**config.mk**
```make
export PLATFORM = sky130hd
export DESIGN_NAME = ex_div_shared
export DESIGN_NICKNAME = d
export VERILOG_FILES = /design/src/rtl/ex_div_shared.sv
export SDC_FILE = /design/constraint.sdc
export NUM_CORES = 1
export LEC_CHECK = 0
export ABC_AREA = 1
export CAP_MARGIN = 20
export CORE_MARGIN = 4
export CORE_UTILIZATION = 40
export CTS_CLUSTER_DIAMETER = 40
export CTS_CLUSTER_SIZE = 24
export DETAILED_ROUTE_END_ITERATION = 12
export PLACE_DENSITY = 0.68
export SLEW_MARGIN = 0
export SYNTH_ARGS = -nofsm -noshare
export SYNTH_HDL_FRONTEND = slang
export SYNTH_SLANG_ARGS = --single-unit
```
**constraint.sdc**
```tcl
create_clock -name clk -period 2.5 [get_ports clk]
set_input_delay 0.5 -clock clk [delete_from_list [all_inputs] [get_ports clk]]
set_output_delay 0.5 -clock clk [all_outputs]
set_load 0.005 [all_outputs]
```
**src/rtl/ex_div_shared.sv**
```systemverilog
// Iterative DIV/DIVU/REM/REMU unit shared by NUM_LANES EX lanes, serving the oldest pending lane first.
// A normal op is done DATA_WIDTH/BITS_PER_CYCLE+2 cycles after accept, a special-case op at the accept edge; stall_req holds the pipe meanwhile.
module ex_div_shared #(
  parameter int DATA_WIDTH     = 32,
  parameter int NUM_LANES      = 2,
  parameter int BITS_PER_CYCLE = 1
) (
  input  logic                            clk,
  input  logic                            rst_n,
  input  logic [NUM_LANES-1:0]            lane_req,
  input  logic [2*NUM_LANES-1:0]          lane_op,
  input  logic [NUM_LANES*DATA_WIDTH-1:0] lane_s1,
  input  logic [NUM_LANES*DATA_WIDTH-1:0] lane_s2,
  input  logic                            pipe_adv,
  input  logic                            flush,
  output logic [NUM_LANES-1:0]            lane_done,
  output logic [NUM_LANES*DATA_WIDTH-1:0] lane_result,
  output logic                            stall_req
);
  localparam int W     = DATA_WIDTH;
  localparam int STEPS = DATA_WIDTH / BITS_PER_CYCLE;
  localparam int CW    = $clog2(STEPS + 1);
  localparam int LW    = (NUM_LANES > 1) ? $clog2(NUM_LANES) : 1;
  localparam logic [W-1:0] MIN_INT = {1'b1, {(W-1){1'b0}}};

  typedef enum logic [1:0] {IDLE, CALC, FIX} state_t;

  state_t        state;
  logic [LW-1:0] sel;
  logic          is_rem, q_neg, r_neg;
  logic [W-1:0]  quo, dvs, rem;
  logic [CW-1:0] cnt;

  logic [NUM_LANES-1:0] pending;
  logic [LW-1:0]        pick;
  logic [1:0]           pick_op;
  logic [W-1:0]         pick_s1, pick_s2;
  logic                 is_signed, div_zero, overflow;
  logic [W-1:0]         s1_abs, s2_abs, special;
  logic [W-1:0]         quo_nx, rem_nx;
  logic [W:0]           shifted, trial;
  logic [W-1:0]         q_fix, r_fix, fix_res;

  assign pending   = lane_req & ~lane_done;
  assign stall_req = |pending;

  // Descending scan so the lowest-index (oldest) pending lane wins.
  always_comb begin
    pick    = '0;
    pick_op = '0;
    pick_s1 = '0;
    pick_s2 = '0;
    for (int i = NUM_LANES - 1; i >= 0; i--) begin
      if (pending[i]) begin
        pick    = LW'(i);
        pick_op = lane_op[2*i +: 2];
        pick_s1 = lane_s1[i*W +: W];
        pick_s2 = lane_s2[i*W +: W];
      end
    end
  end

  assign is_signed = ~pick_op[0];
  assign s1_abs    = (is_signed && pick_s1[W-1]) ? -pick_s1 : pick_s1;
  assign s2_abs    = (is_signed && pick_s2[W-1]) ? -pick_s2 : pick_s2;
  assign div_zero  = (pick_s2 == '0);
  assign overflow  = is_signed && (pick_s1 == MIN_INT) && (pick_s2 == '1);
  assign special   = div_zero ? (pick_op[1] ? pick_s1 : '1)
                              : (pick_op[1] ? '0 : pick_s1);

  // Restoring steps; quo doubles as the dividend shift register.
  always_comb begin
    quo_nx  = quo;
    rem_nx  = rem;
    shifted = '0;
    trial   = '0;
    for (int k = 0; k < BITS_PER_CYCLE; k++) begin
      shifted = {rem_nx, quo_nx[W-1]};
      trial   = shifted - {1'b0, dvs};
      rem_nx  = trial[W] ? shifted[W-1:0] : trial[W-1:0];
      quo_nx  = {quo_nx[W-2:0], ~trial[W]};
    end
  end

  assign q_fix   = q_neg ? -quo : quo;
  assign r_fix   = r_neg ? -rem : rem;
  assign fix_res = is_rem ? r_fix : q_fix;

  always_ff @(posedge clk or negedge rst_n) begin
    if (!rst_n) begin
      state       <= IDLE;
      sel         <= '0;
      is_rem      <= 1'b0;
      q_neg       <= 1'b0;
      r_neg       <= 1'b0;
      quo         <= '0;
      dvs         <= '0;
      rem         <= '0;
      cnt         <= '0;
      lane_done   <= '0;
      lane_result <= '0;
    end else if (flush) begin
      state     <= IDLE;
      lane_done <= '0;
    end else begin
      if (pipe_adv && !stall_req) lane_done <= '0;
      case (state)
        IDLE: begin
          if (stall_req) begin
            sel    <= pick;
            is_rem <= pick_op[1];
            if (div_zero || overflow) begin
              for (int i = 0; i < NUM_LANES; i++) begin
                if (pick == LW'(i)) begin
                  lane_result[i*W +: W] <= special;
                  lane_done[i]          <= 1'b1;
                end
              end
            end else begin
              state <= CALC;
              cnt   <= '0;
              quo   <= s1_abs;
              dvs   <= s2_abs;
              rem   <= '0;
              q_neg <= is_signed & (pick_s1[W-1] ^ pick_s2[W-1]);
              r_neg <= is_signed & pick_s1[W-1];
            end
          end
        end
        CALC: begin
          if (!lane_req[sel]) begin
            state <= IDLE;
          end else if (cnt == CW'(STEPS)) begin
            state <= FIX;
          end else begin
            quo <= quo_nx;
            rem <= rem_nx;
            cnt <= cnt + CW'(1);
          end
        end
        FIX: begin
          state <= IDLE;
          if (lane_req[sel]) begin
            for (int i = 0; i < NUM_LANES; i++) begin
              if (sel == LW'(i)) begin
                lane_result[i*W +: W] <= fix_res;
                lane_done[i]          <= 1'b1;
              end
            end
          end
        end
        default: state <= IDLE;
      endcase
    end
  end
endmodule

```
==> impl_metrics.yaml <==
logic_synthesis:
  synthFlopType: "dfrtp_1"
  yosysTopAreaCell: "dfrtp_1"
  syn-num-nets: 2779
  ys_types: 49
  syn_inst: 2601
  async_reset_ff_frac: 1.00
  ys_top_cells_by_area: "dfrtp_1 (28%), nand2_1 (22%), nand3_1 (8.7%)"
  yosysTopAreaCellShare: 0.278
  synth_seq_cells: 174
  syn_avg_cell_area_sq_um: 6.01
  netlist_area_sq_mm: 0.0156
  yosys_warnings: 0
  synth-edff-count: 0
  synth-seq-area-share: 0.278
global_routing:
  grt_usage: 0.312
  grt.overflow.total: 0
  grt_pass1_vias: 19300
  grt_first_pass_wirelength_mm: 103
  antenna_found_initial: 0
  grt_start_max_net_pins: 56
placement:
  dp_hpwl_mm: 52.4
  io_buffers: 204
  placed_area_sq_mm: 0.0215
  gp_congestion: 1.00
route:
  drtIter0Drc: 1882
  drt_wl_total_mm: 70.2
  drt_first_pass_iters: 6
  drc: 0
  wl_per_cell_microns: 18.5
  viasPerCell: 5.34
  num_vias: 20300
  drtAntennaViolNets: 0
floorplan:
  pin_count: 205
  core_sq_mm: 0.0386
  num_rows: 72
  fp.dieArea_sq_mm: 0.0423
  die_w_microns: 206
  die_y_microns: 206
  initial_core_util: 0.405
sta:
  relSlewSlack: 0.598
  finalSetupViolations: 169
  final_hold_viol_count: 5
  tightest_slew_ns: 0.603
  hold_slack_ns: -0.00990
  post-route-period-util: 1.12
  fin_crit_ns: 2.81
  fmax_ghz: 0.356
  drv_slew: 0
  skew_ns: 0.0125
  rsz0062_at_grt: "true"
  setup_ws_ns: -0.307
cts:
  clk_latency_ns: 0.45
  postCtsHoldBufs: 0
  clkTransAtPathRegs_ns: 0.07
  clock_sinks: 174
  clk_path_buf_depth: 2
  tritoncts: "built"
  numCtsBuffers: 17
  clock-root-buffer: "clkbuf_16"
  htreeDepth: 4
status:
  outcome: "finished, violations left"
  violations: "hold timing, setup timing"
setup_path:
  cp_cell_sequence: "nor2_4 -> buf_6 -> clkbuf_16 -> nand2_1 -> nand2_2 -> nand2_1 -> nor2_2 -> nand2_2 -> nor2_4 -> nand2_8 -> nand3_4 -> nand3_4 -> buf_12 -> buf_12 -> buf_8 -> nand2_1 -> nand2_1"
  cp.buffers_inverters: 5
  crit_type: "flip-flop to flip-flop"
  cp-end-kind: "flip-flop"
  critPathSlowestCell: "dfrtp_2"
  cpPeakStageDelay_ns: 0.47
  crit_family: "simple AND/OR/NAND/NOR gates"
  cpMostUsedCell: "nand2_1"
  cp.required_ns: 2.83
  worstPathArrival_ns: 3.13
  crit_fanout: 7
  startpoint_type: "flip-flop"
cells_and_area:
  syn2layout_area_growth_pct: 59.1
  drive_gt1_frac: 0.280
  fillers: 3444
  nets: 3449
  diodes: 0
  stdcell_area_sq_mm: 0.0249
  fin_util: 0.644
power_and_ir_drop:
  irDropWorstVdd_uv: 885
  power_density_mw_per_mm2: 1020
  leakagePower_nw: 12.6
hold_path:
  hold_path_class: "primary input to async pin"
run:
  maxCapViolations: 0
per-layer routing:
layer	wire length, microns	global-route usage	vias to the layer above
li1	-	-	9755
met1	30600	0.432	9495
met4	2520	0.105	0
met2	31800	0.494	904
met3	5270	0.0556	147
met5	0	0	-
worst paths after layout:
path / from / endpoint / slack (ns) / depth (start not counted)
hold reg to reg: lane_result[34] / lane_result[34] / 0.49 / 2
setup / recovery: lane_done[0] / lane_result[0] / -0.31 / 17
min in group clk: lane_result[34] / lane_result[34] / 0.49 / 2
max in group asynchronous: rst_n / lane_result[50] / 1.80 / 2
setup reg to reg: lane_done[0] / lane_result[0] / -0.31 / 17
hold / removal: rst_n / dvs[10] / -0.01 / 1
synthesized netlist by cell type (8+ instances only):
cell type / instances
nand2_1: 936
nand3_1: 273
inv_1: 253
nor2_1: 222
dfrtp_1: 174
o21ai_0: 164
a21oi_1: 95
o21ai_1: 74
clkbuf_1: 50
ha_1: 39
nor3_1: 36
buf_2: 27
nand4_1: 27
o211ai_1: 27
xnor2_1: 25
xor2_1: 18
buf_6: 14
nor2_2: 12
or2_2: 12
inv_2: 11
buf_4: 9
a21o_1: 8
nand3b_1: 8
o21a_1: 8
o21ai_2: 8
where the power goes:
group	leakage (nW)	internal, mW	switching [mW]
logic	9.99	8.08	9.97
clock network	0.309	1.62	1.27
registers	2.29	3.69	0.838
state kept, by name, summed over array words and instances (netlist names):
name,count
dvs,32
lane_done,2
state,2
sel,1
r_neg,1
quo,32
is_rem,1
rem,32
q_neg,1
cnt,6
lane_result,64
worst reg2reg max path: stages (launching register included):
cell,delay (ns)
dfrtp_2,0.47
nor2_4,0.26
buf_6,0.15
clkbuf_16,0.13
nand2_1,0.06
nand2_2,0.11
nand2_1,0.11
nor2_2,0.16
nand2_2,0.08
nor2_4,0.24
nand2_8,0.13
nand3_4,0.11
nand3_4,0.07
buf_12,0.17
buf_12,0.15
buf_8,0.13
nand2_1,0.06
nand2_1,0.09
cells by family after synthesis:
kind of cell    after synthesis  share of synthesized area
simple gates               1555                      0.418
xor+xnor                     43                     0.0241
compound gates              413                      0.146
buf+inv                     376                      0.101
fa+ha+maj                    40                     0.0325
flops                       174                      0.278
layout make-up:
cell class	count	area, sq um	area share
Clock inverter	14	180	0.00724
Sequential cell	174	4360	0.175
Clock buffer	18	439	0.0177
Tap cell	518	648	0.0261
Inverter	269	1030	0.0416
Timing Repair Buffer	754	7230	0.291
Multi-Input combinational cell	2055	11000	0.442
through the flow:
stage | power, mW | TNS, ns | setup slack [ns] | cells
5_1_grt | 27.2 | -39.11 | -0.366 | 3802
6_report | 25.5 | -26.66 | -0.307 | 3802
3_3_place_gp | 19.5 | -117.39 | -0.747 | 3668
4_1_cts | 24.5 | -6.53 | -0.133 | 3776
2_1_floorplan | 12.7 | -1.34 | -0.0618 | 2601
3_5_place_dp | 19.7 | -123.89 | -0.792 | 3668
placed cells by master, fill, tap and decap left out, types with 21 or more instances in the layout:
| cell type | synthesis | routed |
|---|---|---|
| a21oi_1 | 95 | 91 |
| buf_12 | 0 | 41 |
| buf_4 | 9 | 442 |
| buf_6 | 14 | 43 |
| clkbuf_16 | 0 | 26 |
| clkdlybuf4s50_1 | 0 | 200 |
| dfrtp_1 | 174 | 173 |
| ha_1 | 39 | 34 |
| inv_1 | 253 | 244 |
| nand2_1 | 936 | 817 |
| nand2_2 | 7 | 106 |
| nand2_4 | 3 | 21 |
| nand3_1 | 273 | 227 |
| nand3_2 | 4 | 36 |
| nand4_1 | 27 | 27 |
| nor2_1 | 222 | 185 |
| nor2_2 | 12 | 35 |
| nor2_4 | 7 | 21 |
| nor3_1 | 36 | 32 |
| o211ai_1 | 27 | 27 |
| o21ai_0 | 164 | 128 |
| o21ai_1 | 74 | 80 |
| o21ai_2 | 8 | 38 |
| xnor2_1 | 25 | 23 |
what timing repair did:
item / in CTS / in global routing
setup endpoints to repair: 172 / 172
pin swaps: 71 / 87
buffers inserted: 60 / 19
resized for setup: 259 / 185
gates cloned: 18 / 12
Power figures use the tool's default switching activity.
